==> src/rtl/uart_cmd_ctrl_if.sv <==
// ---------------------------------------------------------------------------
// uart_cmd_ctrl_if
// Read-side connection between a show-ahead RX FIFO and its consumer.
//   fifo_empty  FIFO has no byte at its head
//   fifo_rdata  head byte, valid whenever fifo_empty=0
//   fifo_pop    1-cycle strobe from the consumer that removes the head byte
// Modports:
//   master  the consumer (pops bytes)
//   slave   the FIFO (provides bytes)
// ---------------------------------------------------------------------------
interface uart_cmd_ctrl_if;
  logic       fifo_empty;
  logic [7:0] fifo_rdata;
  logic       fifo_pop;

  modport master (
    input  fifo_empty,
    input  fifo_rdata,
    output fifo_pop
  );

  modport slave (
    output fifo_empty,
    output fifo_rdata,
    input  fifo_pop
  );
endinterface

==> src/rtl/uart_cmd_ctrl.sv <==
// ---------------------------------------------------------------------------
// uart_cmd_ctrl
// Command sequencer between the UART RX FIFO and the counter/FND datapath.
// Drains bytes from a show-ahead FIFO, decodes case-insensitive ASCII commands
// and drives the counter controls:
//   R  toggle run     C  clear pulse     U  count up     D  count down
//   S  load command: exactly 4 decimal digits followed by CR
// CR and LF are ignored between commands; anything else raises cmd_err.
// A load command that stalls for TIMEOUT_CYC empty cycles is abandoned.
//
// Ports:
//   clk          system clock
//   rst          asynchronous, active-high reset
//   fifo         uart_cmd_ctrl_if.master (fifo_empty, fifo_rdata, fifo_pop)
//   run          counter run enable (level)
//   dir          count direction, 0=up 1=down (level)
//   clear_pulse  1-cycle counter clear
//   load_pulse   1-cycle counter load of load_value
//   load_value   value to load, held until the next successful load
//   cmd_err      1-cycle pulse on a bad byte, bad digit, missing CR or timeout
//   busy         1 while a load command is being collected
// All control outputs are registered: a byte's effect shows the cycle after
// it is popped.
// ---------------------------------------------------------------------------
module uart_cmd_ctrl #(
  parameter int TIMEOUT_CYC = 100_000_000,
  parameter int CNT_W       = 14
) (
  input  logic                 clk,
  input  logic                 rst,
  uart_cmd_ctrl_if.master      fifo,
  output logic                 run,
  output logic                 dir,
  output logic                 clear_pulse,
  output logic                 load_pulse,
  output logic [CNT_W-1:0]     load_value,
  output logic                 cmd_err,
  output logic                 busy
);

  localparam int TMO_W = (TIMEOUT_CYC > 2) ? $clog2(TIMEOUT_CYC) : 1;
  localparam logic [TMO_W-1:0] TMO_LAST = TMO_W'(TIMEOUT_CYC - 1);

  typedef enum logic [1:0] {
    IDLE,
    DIGITS,
    TERM
  } state_t;

  state_t             state, state_n;
  logic               run_n, dir_n, clear_n, load_n, err_n, busy_n;
  logic [CNT_W-1:0]   load_value_n;
  logic [CNT_W-1:0]   acc, acc_n;
  logic [1:0]         dig_cnt, dig_cnt_n;
  logic [TMO_W-1:0]   tmo_cnt, tmo_cnt_n;

  logic               pop;
  logic               is_digit;
  logic [CNT_W+3:0]   acc_x10;
  logic [CNT_W-1:0]   acc_digit;

  // The FIFO is show-ahead, so a byte is consumed as soon as one is present;
  // popping is held off during reset so nothing is lost while rst is high.
  assign pop           = !fifo.fifo_empty && !rst;
  assign fifo.fifo_pop = pop;

  assign is_digit  = (fifo.fifo_rdata >= "0") && (fifo.fifo_rdata <= "9");
  assign acc_x10   = acc * 4'd10;
  // Four digits top out at 9999, so the truncation to CNT_W never drops bits.
  assign acc_digit = acc_x10[CNT_W-1:0] + CNT_W'(fifo.fifo_rdata[3:0]);

  always_ff @(posedge clk or posedge rst) begin
    if (rst) begin
      state       <= IDLE;
      run         <= 1'b0;
      dir         <= 1'b0;
      clear_pulse <= 1'b0;
      load_pulse  <= 1'b0;
      load_value  <= '0;
      cmd_err     <= 1'b0;
      busy        <= 1'b0;
      acc         <= '0;
      dig_cnt     <= '0;
      tmo_cnt     <= '0;
    end else begin
      state       <= state_n;
      run         <= run_n;
      dir         <= dir_n;
      clear_pulse <= clear_n;
      load_pulse  <= load_n;
      load_value  <= load_value_n;
      cmd_err     <= err_n;
      busy        <= busy_n;
      acc         <= acc_n;
      dig_cnt     <= dig_cnt_n;
      tmo_cnt     <= tmo_cnt_n;
    end
  end

  always_comb begin
    state_n      = state;
    run_n        = run;
    dir_n        = dir;
    clear_n      = 1'b0;
    load_n       = 1'b0;
    err_n        = 1'b0;
    load_value_n = load_value;
    acc_n        = acc;
    dig_cnt_n    = dig_cnt;
    tmo_cnt_n    = tmo_cnt;

    case (state)
      IDLE: begin
        tmo_cnt_n = '0;
        if (pop) begin
          case (fifo.fifo_rdata)
            "R", "r": run_n   = ~run;
            "C", "c": clear_n = 1'b1;
            "U", "u": dir_n   = 1'b0;
            "D", "d": dir_n   = 1'b1;
            "S", "s": begin
              state_n   = DIGITS;
              dig_cnt_n = '0;
              acc_n     = '0;
            end
            8'h0D, 8'h0A: ;
            default: err_n = 1'b1;
          endcase
        end
      end

      DIGITS: begin
        if (pop) begin
          tmo_cnt_n = '0;
          if (is_digit) begin
            acc_n     = acc_digit;
            dig_cnt_n = dig_cnt + 2'd1;
            if (dig_cnt == 2'd3) state_n = TERM;
          end else begin
            err_n   = 1'b1;
            acc_n   = '0;
            state_n = IDLE;
          end
        end else if (tmo_cnt == TMO_LAST) begin
          err_n     = 1'b1;
          tmo_cnt_n = '0;
          state_n   = IDLE;
        end else begin
          tmo_cnt_n = tmo_cnt + 1'b1;
        end
      end

      TERM: begin
        if (pop) begin
          tmo_cnt_n = '0;
          state_n   = IDLE;
          // A wrong terminator is consumed here rather than re-decoded as a
          // new command.
          if (fifo.fifo_rdata == 8'h0D) begin
            load_value_n = acc;
            load_n       = 1'b1;
          end else begin
            err_n = 1'b1;
          end
        end else if (tmo_cnt == TMO_LAST) begin
          err_n     = 1'b1;
          tmo_cnt_n = '0;
          state_n   = IDLE;
        end else begin
          tmo_cnt_n = tmo_cnt + 1'b1;
        end
      end

      default: state_n = IDLE;
    endcase

    busy_n = (state_n != IDLE);
  end

endmodule

==> src/flat_wrapper.sv <==
// flat-port wrapper written by rule: the top's interface ports become plain ports
module uart_cmd_ctrl_flat 
#(
  parameter int TIMEOUT_CYC = 100_000_000,
  parameter int CNT_W       = 14
)
  (clk, rst, run, dir, clear_pulse, load_pulse, load_value, cmd_err, busy, fifo_fifo_empty, fifo_fifo_rdata, fifo_fifo_pop);
  uart_cmd_ctrl_if fifo_i ();
  input  logic clk;
  input  logic rst;
  output logic run;
  output logic dir;
  output logic clear_pulse;
  output logic load_pulse;
  output logic [CNT_W-1:0] load_value;
  output logic cmd_err;
  output logic busy;
  input wire logic [$bits(fifo_i.fifo_empty)-1:0] fifo_fifo_empty;
  input wire logic [$bits(fifo_i.fifo_rdata)-1:0] fifo_fifo_rdata;
  output wire logic [$bits(fifo_i.fifo_pop)-1:0] fifo_fifo_pop;
  assign fifo_i.fifo_empty = fifo_fifo_empty;
  assign fifo_i.fifo_rdata = fifo_fifo_rdata;
  assign fifo_fifo_pop = fifo_i.fifo_pop;
  uart_cmd_ctrl #(.TIMEOUT_CYC(TIMEOUT_CYC), .CNT_W(CNT_W)) u_core (.clk(clk), .rst(rst), .fifo(fifo_i), .run(run), .dir(dir), .clear_pulse(clear_pulse), .load_pulse(load_pulse), .load_value(load_value), .cmd_err(cmd_err), .busy(busy));
endmodule
==> config.mk <==
export PLATFORM = sky130hd
export DESIGN_NAME = uart_cmd_ctrl_flat
export DESIGN_NICKNAME = d
export VERILOG_FILES = /design/src/rtl/uart_cmd_ctrl_if.sv /design/src/rtl/uart_cmd_ctrl.sv /design/src/flat_wrapper.sv
export SDC_FILE = /design/constraint.sdc
export NUM_CORES = 1
export LEC_CHECK = 0
export ABC_AREA = 1
export CAP_MARGIN = 20
export CORE_UTILIZATION = 59
export CTS_CLUSTER_DIAMETER = 50
export CTS_CLUSTER_SIZE = 16
export DETAILED_ROUTE_END_ITERATION = 10
export HOLD_SLACK_MARGIN = 0.15
export PLACE_DENSITY = 0.8
export SLEW_MARGIN = 20
export SYNTH_ARGS = -nofsm -noshare
export SYNTH_HDL_FRONTEND = slang
export SYNTH_SLANG_ARGS = --single-unit
==> constraint.sdc <==
create_clock -name clk -period 2.9 [get_ports clk]
set_input_delay 0.435 -clock clk [delete_from_list [all_inputs] [get_ports clk]]
set_output_delay 0.435 -clock clk [all_outputs]
set_load 0.01 [all_outputs]
==> results.json, run 1 <==
{
  "status": "finished clean",
  "cp_cell_sequence": "ha_1 -> ha_1 -> fa_1 -> nand2_1 -> nand2_1 -> nand3_1 -> nand3_1 -> nand2_1 -> nand2_1 -> nor2_2 -> nand2_1 -> nand3_1 -> o21ai_0",
  "post-route-drc-count": 0,
  "first_pass_iters": 4,
  "die_h_um": 86.9,
  "crit_required_ns": 3.14,
  "antenna_left": 0,
  "critPathSlowestCell": "dfrtp_1",
  "initial_core_util": 0.619,
  "tightest_slew_ns": 0.832,
  "postPlaceCellArea_um2": 4670,
  "clkLatencyLatePin_ns": 0.35,
  "path_max_fanout": 4,
  "yosysUniqueCellTypes": 40,
  "synthCells": 568,
  "ir_drop_mv": 0.489,
  "syn_area_per_cell_um2": 7.48,
  "cts.sinks": 65,
  "ys_warn_count": 0,
  "die_w_um": 86.9,
  "grt_max_degree": 66,
  "fin_total_pwr_mw": 4.30,
  "grt_pass1_vias": 3776,
  "totalWireLength_um": 9520,
  "hold_viol": 0,
  "hpwl_um": 7110,
  "drive_above_1_share": 0.0964,
  "maxSlewHeadroom": 0.445,
  "intPower_mw": 2.37,
  "setup_tns_ns": 0,
  "ctsRootBufferMaster": "clkbuf_8",
  "power_frac_clock": 0.206,
  "viasPerCell": 5.40,
  "crit_path_start_kind": "flop",
  "arrival_ns": 2.74,
  "io_pins": 32,
  "switchingPower_mw": 1.93,
  "min_period_ns": 2.51,
  "synth.cell_area_um2": 4250,
  "wl_per_cell_um": 13.5,
  "grt_overflow": 0,
  "fmax_mhz": 399,
  "ys_ff_latch": 65,
  "area_growth_pct": 15.2,
  "dp_cells": 692,
  "fin_area_um2": 4900,
  "cts-htree-levels": 3,
  "setup_viol": 0,
  "maxCapViolations": 0,
  "synth.yosys.seq_area_share": 0.383,
  "core-area_um2": 6870,
  "layout_worst_path_cycle_share": 0.865,
  "rsz0062_at_grt": "false",
  "dieArea_um2": 7550,
  "critPathMostFrequentCell": "nand2_1",
  "whs_ns": 0.487,
  "antenna_cells": 0,
  "num_rows": 30,
  "grtUsageTotal": 0.280,
  "fin_cells": 708,
  "power_density_nw_per_um2": 878,
  "cts_resized": 0,
  "sw_frac_of_total": 0.450,
  "pwr-share-seq": 0.257,
  "p_leak_nw": 2.38,
  "antenna_found_initial": 0,
  "pwr-share-comb": 0.538,
  "hp-class": "reg2reg",
  "crit_type": "reg2reg",
  "slew_violations": 0,
  "grt_pass1_wl_um": 16400,
  "num-fill-cells": 549,
  "globalplace.congestion": 0.889,
  "vias": 3826,
  "portBuffers": 31,
  "multiInputGateArea_um2": 2260,
  "cts_hold_buf": 0,
  "final_nets": 648,
  "seqCellArea_um2": 1630,
  "clockBufferDepth": 2,
  "cts_setup_buffers": 0,
  "endpoint_kind": "flop",
  "finClkSkew_ns": 0.00844,
  "slowest_delay_ns": 0.42,
  "synth_fp_nets": 609,
  "drtIter0Drc": 309,
  "cts_tree": "done",
  "cts_buffers": 9,
  "cts.clk_slew.worst_paths_ns": 0.07
}
## registers in the layout, summed over array words and instances, names as in the netlist
name	flops
u_core.tmo_cnt	27
u_core.acc	14
u_core.load_value	14
u_core.dig_cnt	2
u_core.state	2
u_core.busy	1
u_core.clear_pulse	1
u_core.cmd_err	1
u_core.dir	1
u_core.load_pulse	1
u_core.run	1
## placed cells by master, fill, tap and decap left out, types with 3 or more instances in the layout
cell type / instances
clkdlybuf4s50_1: 31
dfrtp_1: 65
o22ai_1: 10
o21ai_1: 19
nor3_1: 12
nand3b_1: 3
buf_4: 5
nand2_1: 139
nand3_2: 3
inv_2: 7
o21ai_0: 22
clkinv_2: 3
ha_1: 28
nor3_2: 3
clkbuf_8: 11
xor2_1: 10
nand4_1: 8
a21oi_1: 18
nand3_1: 40
xnor2_1: 4
nor2_1: 55
nor2_2: 9
nand2_2: 8
inv_1: 76
## worst paths after layout
check                           slack [ns]  depth (start not counted)                        startpoint                                to
worst max-delay path                  0.39                         13         u_core.acc[1]$_DFFE_PP0P_        u_core.acc[11]$_DFFE_PP0P_
worst min-delay path                  0.49                          2  u_core.load_value[7]$_DFFE_PP0P_  u_core.load_value[7]$_DFFE_PP0P_
worst max register to register        0.39                         13         u_core.acc[1]$_DFFE_PP0P_        u_core.acc[11]$_DFFE_PP0P_
worst min register to register        0.49                          2  u_core.load_value[7]$_DFFE_PP0P_  u_core.load_value[7]$_DFFE_PP0P_
max in group asynchronous             1.67                          3                               rst         u_core.acc[0]$_DFFE_PP0P_
min in group asynchronous             0.68                          3                               rst             u_core.busy$_DFF_PP0_
## logic make-up (layout without fill, tap and decap cells)
family / after synthesis / count (layout) / synth area share
fa+ha+maj: 30 / 30 / 0.0918
buf+inv: 92 / 136 / 0.0865
flops: 65 / 65 / 0.383
compound gates: 74 / 74 / 0.0936
xor+xnor: 14 / 14 / 0.0288
simple gates: 293 / 293 / 0.316
## critical path, delay by kind of cell, from the launching register on
kind                     cells  cell delay [ns]
AO/OA/AOI/OAI                1             0.07
adder cells (fa/ha/maj)      3             0.95
AND/OR/NAND/NOR              9             0.94
flip-flops                   1             0.42
## power groups by stage
stage | Sequential [mW] | Combinational (mW) | Clock, mW
after floorplan | 1.09 | 1.76 | 0
after global placement | 1.11 | 2.14 | 0
after detailed placement | 1.12 | 2.25 | 0
after CTS | 1.10 | 2.28 | 0.895
after global routing | 1.12 | 2.60 | 0.938
final | 1.10 | 2.31 | 0.885
## cells in the mapped netlist, drive strengths merged
cell | count | share of area
nand2 | 148 | 0.14
inv | 83 | 0.073
dfrtp | 65 | 0.38
nor2 | 65 | 0.064
nand3 | 44 | 0.058
o21ai | 41 | 0.048
ha | 28 | 0.082
a21oi | 19 | 0.023
nor3 | 15 | 0.021
o22ai | 10 | 0.015
xor2 | 10 | 0.021
nand4 | 9 | 0.015
buf | 8 | 0.012
xnor2 | 4 | 0.0082
nand3b | 3 | 0.0053
nor4 | 3 | 0.0059
and3 | 2 | 0.0029
fa | 2 | 0.0094
nor3b | 2 | 0.0035
or2 | 2 | 0.0029
a21boi | 1 | 0.0018
a22o | 1 | 0.0021
clkinv | 1 | 0.0012
o211ai | 1 | 0.0018
o21a | 1 | 0.0018
## area by class of cell
class | count | area share
Clock buffer | 11 | 0.0309
Multi-Input combinational cell | 411 | 0.461
Sequential cell | 65 | 0.332
Timing Repair Buffer | 36 | 0.0710
Tap cell | 96 | 0.0245
Inverter | 84 | 0.0647
Clock inverter | 5 | 0.0158
## per-stage QoR
stage                     setup slack, ns  utilization
after global placement              0.199        0.679
final                               0.393        0.713
after global routing                0.217        0.713
after CTS                           0.415        0.713
after detailed placement            0.130        0.679
after floorplan                     0.667            -
## per-layer routing
layer,global-route usage,vias to the layer above,share of wire
met5,0,-,0
met4,0.100,0,0.018
met3,0.0512,17,0.037
met2,0.459,76,0.47
met1,0.373,1809,0.48
li1,-,1924,-
(Power assumes the default switching activity.)
==> run 2, diff against run 1 <==
- TNS_END_PERCENT: unset -> 30
- clock period: 2.9 -> 2.4 ns (I/O delays scaled with it)
==> results.json, run 2 (same netlist as run 1, synthesis figures left out) <==
{
  "cp_cell_sequence": "ha_4 -> ha_2 -> fa_2 -> nand2_2 -> nand2_2 -> nand2_1 -> nand2_1 -> nand2_2 -> nand2_1 -> nor2_2 -> nand3_2 -> nand2_1 -> nand2_1 -> nand2_1 -> nand2_1",
  "antenna_left": 0,
  "clockBufferDepth": 2,
  "maxCapViolations": 0,
  "die_w_um": 86.9,
  "slowest_delay_ns": 0.43,
  "slew_violations": 0,
  "final_nets": 655,
  "num_rows": 30,
  "hold_viol": 0,
  "viasPerCell": 5.44,
  "final_common_cell": "nand2_1",
  "wl_per_cell_um": 13.4,
  "critPathMostFrequentCell": "nand2_1",
  "core-area_um2": 6870,
  "path_max_fanout": 4,
  "sw_frac_of_total": 0.450,
  "cts-htree-levels": 3,
  "fin_total_pwr_mw": 5.52,
  "cts_hold_buf": 0,
  "largest_register_ffs": 27,
  "globalplace.congestion": 0.856,
  "cts.sinks": 65,
  "fmax_mhz": 434,
  "grt_pass1_vias": 3741,
  "grt_pass1_wl_um": 16500,
  "io_pins": 32,
  "post-route-drc-count": 0,
  "cts_buffers": 9,
  "vias": 3882,
  "first_pass_iters": 5,
  "portBuffers": 31,
  "min_period_ns": 2.30,
  "final_cell_mix": "133 x nand2_1, 76 x inv_1, 65 x dfrtp_1",
  "initial_core_util": 0.619,
  "setup_viol": 0,
  "layout_worst_path_cycle_share": 0.959,
  "grt_overflow": 0,
  "cts_tree": "done",
  "maxSlewHeadroom": 0.696,
  "drtIter0Drc": 294,
  "critPathSlowestCell": "dfrtp_1",
  "grtUsageTotal": 0.279,
  "switchingPower_mw": 2.48,
  "setup_tns_ns": 0,
  "arrival_ns": 2.54,
  "num-fill-cells": 525,
  "rsz0062_at_grt": "true",
  "totalWireLength_um": 9540,
  "cts.clk_slew.worst_paths_ns": 0.07,
  "power_frac_clock": 0.185,
  "crit_required_ns": 2.64,
  "clkLatencyLatePin_ns": 0.35,
  "top_regs": "u_core.tmo_cnt x27, u_core.acc x14, u_core.load_value x14",
  "drive_above_1_share": 0.129,
  "p_leak_nw": 2.41,
  "finClkSkew_ns": 0.00728,
  "power_density_nw_per_um2": 1100,
  "die_h_um": 86.9,
  "regMostFlops": "u_core.tmo_cnt",
  "hp-class": "in2async",
  "intPower_mw": 3.04,
  "pwr-share-comb": 0.572,
  "endpoint_kind": "flop",
  "ctsRootBufferMaster": "clkbuf_8",
  "crit_type": "reg2reg",
  "area_growth_pct": 18.3,
  "crit_path_start_kind": "flop",
  "ir_drop_mv": 0.643,
  "antenna_found_initial": 0,
  "whs_ns": 0.430,
  "dieArea_um2": 7550,
  "status": "finished clean",
  "pwr-share-seq": 0.243,
  "tightest_slew_ns": 0.454,
  "hpwl_um": 6920,
  "grt_max_degree": 66,
  "antenna_cells": 0
}
[run 2: path summary, 6_finish.rpt]
| check | startpoint | end | slack (ns) | cells after the start |
|---|---|---|---|---|
| worst min-delay path | rst | u_core.tmo_cnt[3]$_DFFE_PP0P_ | 0.43 | 3 |
| worst max register to register | u_core.acc[3]$_DFFE_PP0P_ | u_core.acc[12]$_DFFE_PP0P_ | 0.1 | 15 |
| worst min register to register | u_core.acc[13]$_DFFE_PP0P_ | u_core.load_value[13]$_DFFE_PP0P_ | 0.48 | 2 |
| max in group asynchronous | rst | u_core.acc[0]$_DFFE_PP0P_ | 1.69 | 3 |
| min in group clk | u_core.acc[13]$_DFFE_PP0P_ | u_core.load_value[13]$_DFFE_PP0P_ | 0.48 | 2 |
| worst max-delay path | u_core.acc[3]$_DFFE_PP0P_ | u_core.acc[12]$_DFFE_PP0P_ | 0.1 | 15 |
[run 2: cell type report]
| class | count | area [um2] | share of cell area |
|---|---|---|---|
| Sequential cell | 65 | 1630 | 0.324 |
| Multi-Input combinational cell | 411 | 2340 | 0.466 |
| Timing Repair Buffer | 43 | 413 | 0.0821 |
| Inverter | 84 | 317 | 0.0630 |
| Tap cell | 96 | 120 | 0.0239 |
| Clock inverter | 3 | 65.1 | 0.0129 |
| Clock buffer | 12 | 145 | 0.0289 |
[run 2: power groups by stage]
stage	Clock [mW]	Sequential [mW]	Combinational [mW]
finish	1.02	1.34	3.16
floorplan	0	1.32	2.13
global placement	0	1.35	2.58
detailed placement	0	1.35	2.71
global route	1.07	1.35	3.55
CTS	1.03	1.33	2.77
[run 2: repair_timing]
action / 4_1_cts / 5_1_grt
gates resized for setup: 2 / 16
buffers inserted: 1 / 1
endpoints found under the setup margin: 4 / 6
pin swaps: 1 / 3
[run 2: critical path: cells and delay by family, from the launching register on]
kind | cells | cell delay (ns)
and+or+nand+nor | 12 | 0.94
DFF | 1 | 0.43
adders and majority gates | 3 | 0.82
[run 2: per-layer routing]
metal,track usage,vias up,wire length [um]
met5,0,-,0
met4,0.126,0,180
met3,0.0427,19,428
met2,0.431,114,4350
met1,0.388,1813,4580
li1,-,1936,-
[run 2: stage by stage]
step           instance area (um2)  worst slack [ns]  std cells   util
2_1_floorplan                 4250             0.167        568      -
3_3_place_gp                  4720           -0.0982        697  0.687
3_5_place_dp                  4720            -0.175        697  0.687
4_1_cts                       4940            0.0200        713  0.720
5_1_grt                       5030           -0.0514        714  0.732
6_report                      5030            0.0981        714  0.732
